--- config.mk ---
export PLATFORM = sky130hd
export DESIGN_NAME = proc_run_ctrl
export DESIGN_NICKNAME = d
export VERILOG_FILES = /design/src/rtl/proc_run_ctrl.sv
export SDC_FILE = /design/constraint.sdc
export NUM_CORES = 1
export LEC_CHECK = 0
export CAP_MARGIN = 20
export CELL_PAD_IN_SITES_DETAIL_PLACEMENT = 0
export CELL_PAD_IN_SITES_GLOBAL_PLACEMENT = 1
export CORE_MARGIN = 8
export CORE_UTILIZATION = 39
export DETAILED_ROUTE_END_ITERATION = 8
export PLACE_DENSITY = 0.9
export SYNTH_ARGS = -nofsm -noshare
export SYNTH_HDL_FRONTEND = slang
export SYNTH_SLANG_ARGS = --single-unit
--- constraint.sdc ---
create_clock -name clk -period 2.2 [get_ports clk]
set_input_delay 0.55 -clock clk [delete_from_list [all_inputs] [get_ports clk]]
set_output_delay 0.55 -clock clk [all_outputs]
set_load 0.005 [all_outputs]
--- src/rtl/proc_run_ctrl.sv ---
// rtl/proc_run_ctrl.sv - run sequencer: launch pulse, wait for done edge, inter-run gap
// Optional watchdog compiled in with PROC_RUN_CTRL_WATCHDOG_EN.
module proc_run_ctrl #(
    parameter int RUN_PULSE = 1,
    parameter int GAP       = 4,
    parameter int TIMEOUT   = 1024,
    parameter int CNT_W     = 8
) (
    input  logic             clk,
    input  logic             reset,
    input  logic             start,
    input  logic             auto,
    input  logic             abort,
    input  logic             done,
    output logic             run,
    output logic             busy,
    output logic [CNT_W-1:0] run_count,
    output logic             timeout_err,
    output logic [9:0]       ledr
);

    localparam int GAP_CYC = (GAP < 1) ? 1 : GAP;
    localparam int MAX_A   = (RUN_PULSE > GAP_CYC) ? RUN_PULSE : GAP_CYC;
    localparam int CYC_MAX = (MAX_A > TIMEOUT) ? MAX_A : TIMEOUT;
    localparam int CW      = $clog2(CYC_MAX + 1);
    localparam logic [CW-1:0] PULSE_LAST = CW'(RUN_PULSE - 1);
    localparam logic [CW-1:0] GAP_LAST   = CW'(GAP_CYC - 1);
`ifdef PROC_RUN_CTRL_WATCHDOG_EN
    localparam logic [CW-1:0] WD_LAST    = CW'(TIMEOUT - 1);
`endif

    typedef enum logic [1:0] {S_IDLE, S_LAUNCH, S_WAIT, S_GAP} state_t;

    state_t            state, state_d;
    logic [CW-1:0]     cyc_cnt, cyc_d;
    logic              pending, pend_d;
    logic              done_q;
    logic [CNT_W-1:0]  count_d;
    logic              terr_d;
    logic              run_d, busy_d;
    logic [9:0]        ledr_d;
    logic [7:0]        cnt8;
    logic              rise;

    assign rise = done & ~done_q;

    generate
        if (CNT_W >= 8) begin : g_cnt_low
            assign cnt8 = count_d[7:0];
        end else begin : g_cnt_ext
            assign cnt8 = {{(8 - CNT_W){1'b0}}, count_d};
        end
    endgenerate

    always_ff @(posedge clk or posedge reset) begin
        if (reset) begin
            state       <= S_IDLE;
            cyc_cnt     <= '0;
            pending     <= 1'b0;
            done_q      <= 1'b0;
            run_count   <= '0;
            timeout_err <= 1'b0;
            run         <= 1'b0;
            busy        <= 1'b0;
            ledr        <= '0;
        end else begin
            state       <= state_d;
            cyc_cnt     <= cyc_d;
            pending     <= pend_d;
            done_q      <= done;
            run_count   <= count_d;
            timeout_err <= terr_d;
            run         <= run_d;
            busy        <= busy_d;
            ledr        <= ledr_d;
        end
    end

    // cyc_cnt is a shared phase counter, zeroed on every state entry
    always_comb begin
        state_d = state;
        cyc_d   = '0;
        pend_d  = pending | (start && state != S_IDLE);
        count_d = run_count;
        terr_d  = timeout_err;
        case (state)
            S_IDLE: begin
                if (start || pending) begin
                    state_d = S_LAUNCH;
                    pend_d  = 1'b0;
                    if (start) terr_d = 1'b0;
                end
            end
            S_LAUNCH: begin
                if (cyc_cnt == PULSE_LAST) state_d = S_WAIT;
                else                       cyc_d   = cyc_cnt + CW'(1);
            end
            S_WAIT: begin
                if (rise) begin
                    state_d = S_GAP;
                    count_d = run_count + CNT_W'(1);
                end
`ifdef PROC_RUN_CTRL_WATCHDOG_EN
                else if (cyc_cnt == WD_LAST) begin
                    state_d = S_IDLE;
                    terr_d  = 1'b1;
                    pend_d  = 1'b0;
                end else begin
                    cyc_d = cyc_cnt + CW'(1);
                end
`endif
            end
            S_GAP: begin
                if (cyc_cnt == GAP_LAST) begin
                    if (auto || pending) begin
                        state_d = S_LAUNCH;
                        pend_d  = 1'b0;
                    end else begin
                        state_d = S_IDLE;
                    end
                end else begin
                    cyc_d = cyc_cnt + CW'(1);
                end
            end
            default: state_d = S_IDLE;
        endcase
        // abort overrides everything, including a same-cycle start or done edge
        if (abort) begin
            state_d = S_IDLE;
            cyc_d   = '0;
            pend_d  = 1'b0;
            count_d = run_count;
            terr_d  = timeout_err;
        end
    end

    always_comb begin
        run_d  = (state_d == S_LAUNCH);
        busy_d = (state_d != S_IDLE);
        ledr_d = {terr_d, busy_d, cnt8};
    end

endmodule

==> results of run 1 <==
==> registers in the layout, indices dropped and copies added (netlist names) <==
name / cells
run: 1
ledr: 9
state: 2
pending: 1
cyc_cnt: 11
done_q: 1
==> path summary, 6_finish.rpt <==
path	start	endpoint	slack (ns)	depth (start not counted)
worst max-delay path	ledr[0]	run_count[0]	0.35	1
worst min-delay path	ledr[7]	ledr[7]	0.51	1
worst max register to register	state[0]	ledr[7]	0.36	7
worst min register to register	ledr[7]	ledr[7]	0.51	1
max in group asynchronous	reset	cyc_cnt[0]	1.39	3
min in group asynchronous	reset	ledr[4]	0.57	3
==> logic make-up (layout without fill, tap and decap cells) <==
logic type,count (synthesis),after routing
AND/OR/NAND/NOR,47,47
flip-flops,25,25
buffers and inverters,23,42
XOR/XNOR,16,16
AO/OA/AOI/OAI,12,12
adder cells (fa/ha/maj),7,7
other,1,2
multiplexers,1,1
==> routing by layer <==
layer | up-vias | GRT usage | wire [microns]
met1 | 458 | 0.122 | 1140
met5 | - | 0 | 0
met2 | 23 | 0.162 | 1200
li1 | 469 | - | -
met3 | 2 | 0.0173 | 148
met4 | 0 | 0.0326 | 17
==> synthesized netlist by cell type (all sizes together) <==
master   number  area, sq um
dfrtp        25          626
nor2         17         63.8
buf          12         87.6
inv          11         41.3
xor2         10         87.6
ha            7         87.6
xnor2         6         52.6
nand2         5         18.8
nand3         5         30.0
nand4         5         31.3
a21oi         4         20.0
and3          3         18.8
nor3          3         20.0
and2          2         12.5
nor4          2         27.5
o21ai         2         10.0
a2111o        1         11.3
a22oi         1         7.51
a311oi        1         15.0
a32oi         1         8.76
and4          1         8.76
and4bb        1         12.5
conb          1         3.75
mux2          1         11.3
nand2b        1         6.26
o2111ai       1         8.76
o211ai        1         7.51
or2           1         6.26
or3           1         6.26
==> cells in the final DEF (no fill, tap or decap), types with 3 or more instances in the layout <==
cell and instances:
xnor2_1 6, buf_4 3, inv_1 11, clkbuf_4 3
nor2_1 17, nand2_1 5, nand3_1 4, a21oi_1 4
xor2_1 10, ha_1 7, and3_1 3, nand4_1 5
clkdlybuf4s50_1 24, dfrtp_1 25
==> power breakdown <==
group          leakage, uW  switching (uW)  internal (uW)
Clock            0.0000139             130           69.1
Combinational     0.000356             203            214
Sequential        0.000341            53.5            512
==> area by class of cell <==
cell class	instances	area [sq um]
Fill cell	300	1720
Sequential cell	25	626
Multi-Input combinational cell	85	598
Timing Repair Buffer	27	263
Tap cell	46	57.6
Inverter	11	41.3
Clock buffer	3	22.5
Clock inverter	1	7.51
==> through the flow <==
step / cell area (sq um) / worst slack (ns)
after floorplan: 1350 / 0.458
after global placement: 1590 / 0.174
after detailed placement: 1590 / 0.122
after CTS: 1620 / 0.314
after global routing: 1620 / 0.242
final: 1620 / 0.345
==> impl_metrics.py, run 1 <==
metrics = {
    "status": {
        "status": "completed",
    },
    "run": {
        "maxCapViolations": 0,
    },
    "sta": {
        "fin_crit_ns": 1.85,
        "post_route_skew_ns": 0.00635,
        "worst_hold_slack_ns": 0.514,
        "report.final.slew_viol_count": 0,
        "setup_viol": 0,
        "hold_viol_final": 0,
        "final.period_utilization": 0.843,
        "setup-tns-final_ns": 0,
        "rsz_0062_raised_after_global_routing": "false",
        "max_freq_mhz": 539,
    },
    "critical_path": {
        "critPathArrivalTime_ns": 1.30,
        "path_cells": "clkdlybuf4s50_1",
        "timing.critical_path.max_delay_family": "buffers and inverters",
        "path_buf_inv": 1,
        "worst_setup_path_end_kind": "output pin",
        "crit_path_max_fanout": 5,
        "crit_path_start_kind": "register",
        "cell_with_the_largest_stage_delay_on_the_worst_path": "clkdlybuf4s50_1",
        "crit_required_ns": 1.65,
        "critical-path-max-stage-delay_ns": 0.55,
        "criticalPathCategory": "reg2out",
    },
    "power_and_ir_drop": {
        "leakagePower_uw": 0.000711,
        "power_density_mw_per_mm2": 732,
        "max-vdd-ir-drop_mv": 0.493,
        "total_power_draw_uw": 1180,
    },
    "detailed_routing": {
        "dr.first_iter.drc_count": 43,
        "antenna_left": 0,
        "drtPass1Iterations": 4,
        "avgViaCountPerCell": 4.81,
        "routedWlPerCell_microns": 12.6,
        "detail_route.wirelength_microns": 2500,
        "remaining_drc_errors": 0,
        "vias": 952,
    },
    "finish": {
        "antenna_cells": 0,
        "final_core_util": 0.484,
        "filler_free_cell_count_of_the_finished_design": 198,
        "drive_gt1_frac": 0.0855,
        "syn_to_final_growth_pct": 19.8,
        "finalNetCount": 166,
    },
    "logic_synthesis": {
        "netlist_area_sq_mm": 0.00135,
        "netlist_instances": 132,
        "synthSimpleGateAreaFrac": 0.195,
        "portion_of_the_post_synthesis_area_used_by_sequential_elements": 0.464,
        "synth_cell_types": 33,
        "synthAdderAreaFrac": 0.0649,
        "xor_xnor_fraction_of_synth_area": 0.104,
        "postSynthRegisterBits": 25,
        "synthMuxAreaShare": 0.00835,
        "synth_top_family_by_area": "simple AND/OR/NAND/NOR gates",
        "yosys_warnings": 0,
        "synth-compound-area-share": 0.0659,
        "avgSynthCellArea_sq_um": 10.2,
    },
    "floorplanning": {
        "floorplan.initialDensity": 0.404,
        "die-area_sq_mm": 0.00560,
        "fp-row-count": 21,
        "core-area_sq_mm": 0.00334,
        "num_io_pins": 27,
        "die_width_microns": 74.8,
        "floorplan.die.height_microns": 74.8,
    },
    "global_route": {
        "maximum_number_of_pins_on_one_net_before_global_route_repair": 26,
        "groute.usage.overall": 0.0966,
        "antenna_found_initial": 0,
        "grt_pass1_vias": 910,
        "grt.overflow.total": 0,
        "grt_pass1_wl_microns": 4270,
    },
    "clock_network": {
        "number_of_buffers_inserted_during_clock_tree_synthesis": 3,
        "post-cts-setup-buffers": 0,
        "clk_latency_ns": 0.31,
        "cts.sinks": 25,
        "cts_hold_buf": 0,
        "cts_htree_levels": 1,
        "tritoncts_clock_tree": "built",
        "ctsLongestPathBuffers": 2,
        "cts-resized-gates": 0,
        "clk_root_buffer_cell": "clkbuf_4",
        "clkTransAtPathRegs_ns": 0.14,
    },
    "worst_hold_path": {
        "worst_hold_path_type": "reg2reg",
    },
    "placed_design": {
        "io_buffer_count": 24,
        "post_placement_cell_count": 194,
        "globalplace.congestion": 0.845,
        "dp.final_hpwl_microns": 2000,
    },
}
Note: power is estimated with default switching activity, not from simulation.
==> run 2, diff against run 1 <==
clock period = 1.9 ns   (was 2.2 ns; I/O delays follow)
==> run 2 against run 1 <==
Utilization is 0.53 points higher. Largest cell class unchanged. Final area is 1.1% higher. Via count is 0.32% higher. Flip-flop and latch count stayed put. Wire length is 2.4% lower. Critical path depth stayed put. Count of clock-buffer cells in the layout stayed put. Sequential share of layout area is 0.42 points lower. Sequential power is 16% higher. Hold slack worse by 0.043 ns. Worst setup slack worse by 0.24 ns. First-iteration DRC count is 21% lower.
==> impl_metrics.py, run 2 (synthesized netlist as in run 1, its figures left out) <==
metrics = {
    "finish": {
        "biggestRegsByFlops": "cyc_cnt: 11 flops, ledr: 9 flops, state: 2 flops",
        "fillers": 315,
        "layout.cell_area.non_filler_sq_mm": 0.00163,
        "commonest_non_fill_non_tap_cell_in_the_layout": "dfrtp_1",
        "layout.cells.most_common_list": "dfrtp_1 (25), clkdlybuf4s50_1 (24), nor2_1 (17)",
        "drive_gt1_frac": 0.104,
        "finalNetCount": 168,
        "largest_reg_flops": 11,
        "syn_to_final_growth_pct": 21.1,
        "area.sequential_sq_um": 626,
        "max_flop_register": "cyc_cnt",
        "multi_input_area_sq_um": 601,
        "final_core_util": 0.489,
        "antenna_cells": 0,
    },
    "worst_hold_path": {
        "worst_hold_path_type": "in2async",
    },
    "clock_network": {
        "clk_root_buffer_cell": "clkbuf_4",
        "clkTransAtPathRegs_ns": 0.15,
        "tritoncts_clock_tree": "built",
        "number_of_buffers_inserted_during_clock_tree_synthesis": 3,
        "clk_latency_ns": 0.32,
        "cts_htree_levels": 1,
        "cts.sinks": 25,
        "ctsLongestPathBuffers": 2,
        "cts_hold_buf": 0,
    },
    "detailed_routing": {
        "avgViaCountPerCell": 4.78,
        "detail_route.wirelength_microns": 2440,
        "routedWlPerCell_microns": 12.2,
        "drtPass1Iterations": 4,
        "dr.first_iter.drc_count": 34,
        "vias": 955,
        "antenna_left": 0,
        "remaining_drc_errors": 0,
    },
    "sta": {
        "hold_viol_final": 0,
        "rsz_0062_raised_after_global_routing": "false",
        "post_route_skew_ns": 0.00922,
        "setup-tns-final_ns": 0,
        "max_freq_mhz": 559,
        "report.final.slew_viol_count": 0,
        "fin_crit_ns": 1.79,
        "final.period_utilization": 0.942,
        "setup_viol": 0,
    },
    "status": {
        "status": "completed",
    },
    "global_route": {
        "antenna_found_initial": 0,
        "grt_pass1_vias": 966,
        "grt.overflow.total": 0,
        "maximum_number_of_pins_on_one_net_before_global_route_repair": 26,
        "grt_pass1_wl_microns": 4170,
        "groute.usage.overall": 0.0941,
    },
    "power_and_ir_drop": {
        "leakagePower_uw": 0.000720,
        "power_density_mw_per_mm2": 846,
        "total_power_draw_uw": 1380,
        "max-vdd-ir-drop_mv": 0.562,
    },
    "floorplanning": {
        "die_width_microns": 74.8,
        "die-area_sq_mm": 0.00560,
        "fp-row-count": 21,
        "num_io_pins": 27,
        "floorplan.initialDensity": 0.404,
        "core-area_sq_mm": 0.00334,
        "floorplan.die.height_microns": 74.8,
    },
    "critical_path": {
        "cell_with_the_largest_stage_delay_on_the_worst_path": "clkdlybuf4s50_1",
        "timing.critical_path.max_delay_family": "buffers and inverters",
        "crit_path_start_kind": "register",
        "critical-path-max-stage-delay_ns": 0.54,
        "launching_point_of_the_worst_reg2reg_path": "state[0]",
        "path_buf_inv": 1,
        "crit_required_ns": 1.42,
        "path_cells": "clkdlybuf4s50_1",
        "critPathArrivalTime_ns": 1.32,
        "worst_setup_path_end_kind": "output pin",
        "criticalPathCategory": "reg2out",
        "setup.worst_path.start": "ledr[4]",
        "crit_path_max_fanout": 5,
    },
    "placed_design": {
        "dp.final_hpwl_microns": 1920,
        "globalplace.congestion": 0.834,
        "placed_cell_area_sq_mm": 0.00160,
        "io_buffer_count": 24,
    },
    "run": {
        "maxCapViolations": 0,
    },
}
[run 2: area by class of cell]
type                       count  area share
sequential                    25       0.383
clock inverter                 1     0.00460
multi-input combinational     85       0.368
tap                           46      0.0352
clock buffer                   3      0.0138
inverter                      11      0.0253
timing repair buffer          29       0.170
[run 2: path summary, 6_finish.rpt]
check,endpoint,slack (ns),cells past startpoint
hold reg to reg,ledr[7],0.52,1
min in group clk,ledr[7],0.52,1
max in group asynchronous,cyc_cnt[1],1.18,3
setup / recovery,run_count[4],0.11,1
hold / removal,ledr[4],0.47,3
setup reg to reg,ledr[7],0.11,7
[run 2: report_power, final]
| group | internal, uW | switching (uW) |
|---|---|---|
| sequential | 594 | 61.2 |
| combinational | 251 | 230 |
| clock | 80.4 | 165 |
[run 2: timing repair]
action                                  in CTS  in global routing
setup buffers                                0                  0
endpoints found under the setup margin       0                  1
gates resized for setup                      0                  1
[run 2: per-stage QoR]
step	setup slack, ns	cells	hold WS (ns)
after floorplan	0.158	133	0.474
after global placement	-0.0235	196	0.495
after detailed placement	-0.0577	196	0.512
after CTS	0.0807	200	0.475
after global routing	0.0103	200	0.489
final	0.110	200	0.472
[run 2: routing by layer]
layer | up-vias | GRT usage | part of all wire
met5 | - | 0 | 0
met4 | 0 | 0.0261 | 0.0049
met3 | 2 | 0.0320 | 0.073
met2 | 25 | 0.166 | 0.46
met1 | 455 | 0.105 | 0.46
li1 | 473 | - | -
==> run 3, diff against run 2 <==
CORE_MARGIN = unset   (was 8)
==> run 3 against run 2 <==
Sequential power is 0.9% lower. Die area is 34% lower. Power up 0.89%. Maximum frequency shrank 1.4%. Cell count is the same. Clock skew rose by 0.0013 ns. Combinational power up 6.9%. Sequential share of layout area decreased by 0.18 points. Final area grew 0.46%. Critical path type unchanged. Critical endpoint is now ledr[2].
==> impl_metrics.py, run 3 (synthesized netlist as in run 1, its figures left out) <==
metrics = {
    "clock_network": {
        "cts.sinks": 25,
        "cts-resized-gates": 0,
        "cts_hold_buf": 0,
        "clk_root_buffer_cell": "clkbuf_4",
        "clk_latency_ns": 0.32,
        "number_of_buffers_inserted_during_clock_tree_synthesis": 3,
        "post-cts-setup-buffers": 0,
        "tritoncts_clock_tree": "built",
        "clkTransAtPathRegs_ns": 0.14,
        "ctsLongestPathBuffers": 2,
        "cts_htree_levels": 1,
    },
    "finish": {
        "syn_to_final_growth_pct": 21.6,
        "antenna_cells": 0,
        "final_core_util": 0.516,
        "max_flop_register": "cyc_cnt",
        "biggestRegsByFlops": "cyc_cnt: 11 flops, ledr: 9 flops, state: 2 flops",
        "finalNetCount": 170,
        "filler_free_cell_count_of_the_finished_design": 200,
        "commonest_non_fill_non_tap_cell_in_the_layout": "dfrtp_1",
        "largest_reg_flops": 11,
        "drive_gt1_frac": 0.109,
        "layout.cells.most_common_list": "dfrtp_1 (25), clkdlybuf4s50_1 (24), nor2_1 (17)",
        "fillers": 291,
    },
    "sta": {
        "post_route_skew_ns": 0.0105,
        "max_freq_mhz": 551,
        "hold_viol_final": 0,
        "worst_hold_slack_ns": 0.498,
        "fin_crit_ns": 1.82,
        "rsz_0062_raised_after_global_routing": "false",
        "worst_slack_ns": 0.0845,
        "report.final.slew_viol_count": 0,
        "setup_viol": 0,
        "final.period_utilization": 0.956,
    },
    "global_route": {
        "maximum_number_of_pins_on_one_net_before_global_route_repair": 26,
        "grt_pass1_vias": 958,
        "antenna_found_initial": 0,
        "grt_pass1_wl_microns": 4280,
        "grt.overflow.total": 0,
        "groute.usage.overall": 0.157,
    },
    "floorplanning": {
        "num_io_pins": 27,
        "core-area_sq_mm": 0.00318,
        "die-area_sq_mm": 0.00370,
        "die_width_microns": 60.8,
        "floorplan.initialDensity": 0.424,
        "floorplan.die.height_microns": 60.8,
        "fp-row-count": 20,
    },
    "detailed_routing": {
        "routedWlPerCell_microns": 12.1,
        "avgViaCountPerCell": 4.85,
        "antenna_left": 0,
        "remaining_drc_errors": 0,
        "vias": 969,
        "dr.first_iter.drc_count": 28,
        "detail_route.wirelength_microns": 2420,
        "drtPass1Iterations": 4,
    },
    "power_and_ir_drop": {
        "clock_share_of_power": 0.166,
        "p_int_uw": 944,
        "max-vdd-ir-drop_mv": 0.466,
        "part_of_the_power_in_combinational_logic": 0.368,
        "sequential_power_share": 0.466,
        "leakagePower_uw": 0.000735,
        "power.switching_fraction": 0.322,
        "power_density_mw_per_mm2": 849,
        "switching_power_uw": 449,
    },
    "worst_hold_path": {
        "worst_hold_path_type": "in2async",
    },
    "critical_path": {
        "criticalPathCategory": "reg2out",
        "path_cells": "clkdlybuf4s50_1",
        "critical-path-max-stage-delay_ns": 0.55,
        "crit_path_max_fanout": 5,
        "path_buf_inv": 1,
        "crit_path_start_kind": "register",
        "worst_setup_path_end_kind": "output pin",
        "cell_with_the_largest_stage_delay_on_the_worst_path": "clkdlybuf4s50_1",
        "timing.critical_path.max_delay_family": "buffers and inverters",
        "crit_required_ns": 1.42,
        "critPathArrivalTime_ns": 1.34,
    },
    "placed_design": {
        "post_placement_cell_count": 195,
        "io_buffer_count": 24,
        "placement.setup.worst_slack_ns": -0.0799,
        "globalplace.congestion": 0.899,
        "dp.final_hpwl_microns": 1830,
    },
    "run": {
        "maxCapViolations": 0,
    },
    "status": {
        "status": "completed",
    },
}
## run 3: cell types whose count changed in the layout (fill, tap and decap cells not counted)
cell        change
buf_4           +2
clkinv_2        +1
clkinvlp_4      -1
ha_1            +1
ha_2            -1
## run 3: area by class of cell
cell class | count | area (sq um) | area share
clock inverters | 1 | 5.00 | 0.00305
multi-input cells | 85 | 598 | 0.365
flip-flops and latches | 25 | 626 | 0.381
well taps | 44 | 55.1 | 0.0336
inverters | 11 | 41.3 | 0.0252
clock buffers | 3 | 22.5 | 0.0137
repair buffers | 31 | 293 | 0.178
## run 3: power by group through the flow
stage          registers, uW  clock network, uW  logic [uW]
3_3_place_gp             663                  0         472
4_1_cts                  656                242         498
2_1_floorplan            658                  0         317
6_report                 649                231         513
3_5_place_dp             666                  0         496
5_1_grt                  664                262         579
## run 3: worst paths after layout
check	cells past startpoint	to	start	slack [ns]
min in group clk	1	ledr[7]	ledr[7]	0.53
hold reg to reg	1	ledr[7]	ledr[7]	0.53
hold / removal	3	ledr[5]	reset	0.50
max in group asynchronous	3	cyc_cnt[1]	reset	1.16
setup reg to reg	5	run	cyc_cnt[7]	0.17
setup / recovery	1	ledr[2]	ledr[2]	0.08
## run 3: per-stage QoR
stage	setup TNS [ns]	power [uW]	cell area (sq um)
5_1_grt	0	1510	1640
3_3_place_gp	-0.0454	1140	1610
4_1_cts	0	1400	1630
6_report	0	1390	1640
2_1_floorplan	0	975	1350
3_5_place_dp	-0.0799	1160	1610
## run 3: worst min-delay path, stage by stage
cell	delay (ns)
clkdlybuf4s50_1	0.40
inv_1	0.05
buf_4	0.30
## run 3: per-layer routing
layer  GRT usage  wire, microns
met5           0              0
met4      0.0487             10
met3      0.0256             84
met2       0.272           1260
met1       0.201           1070
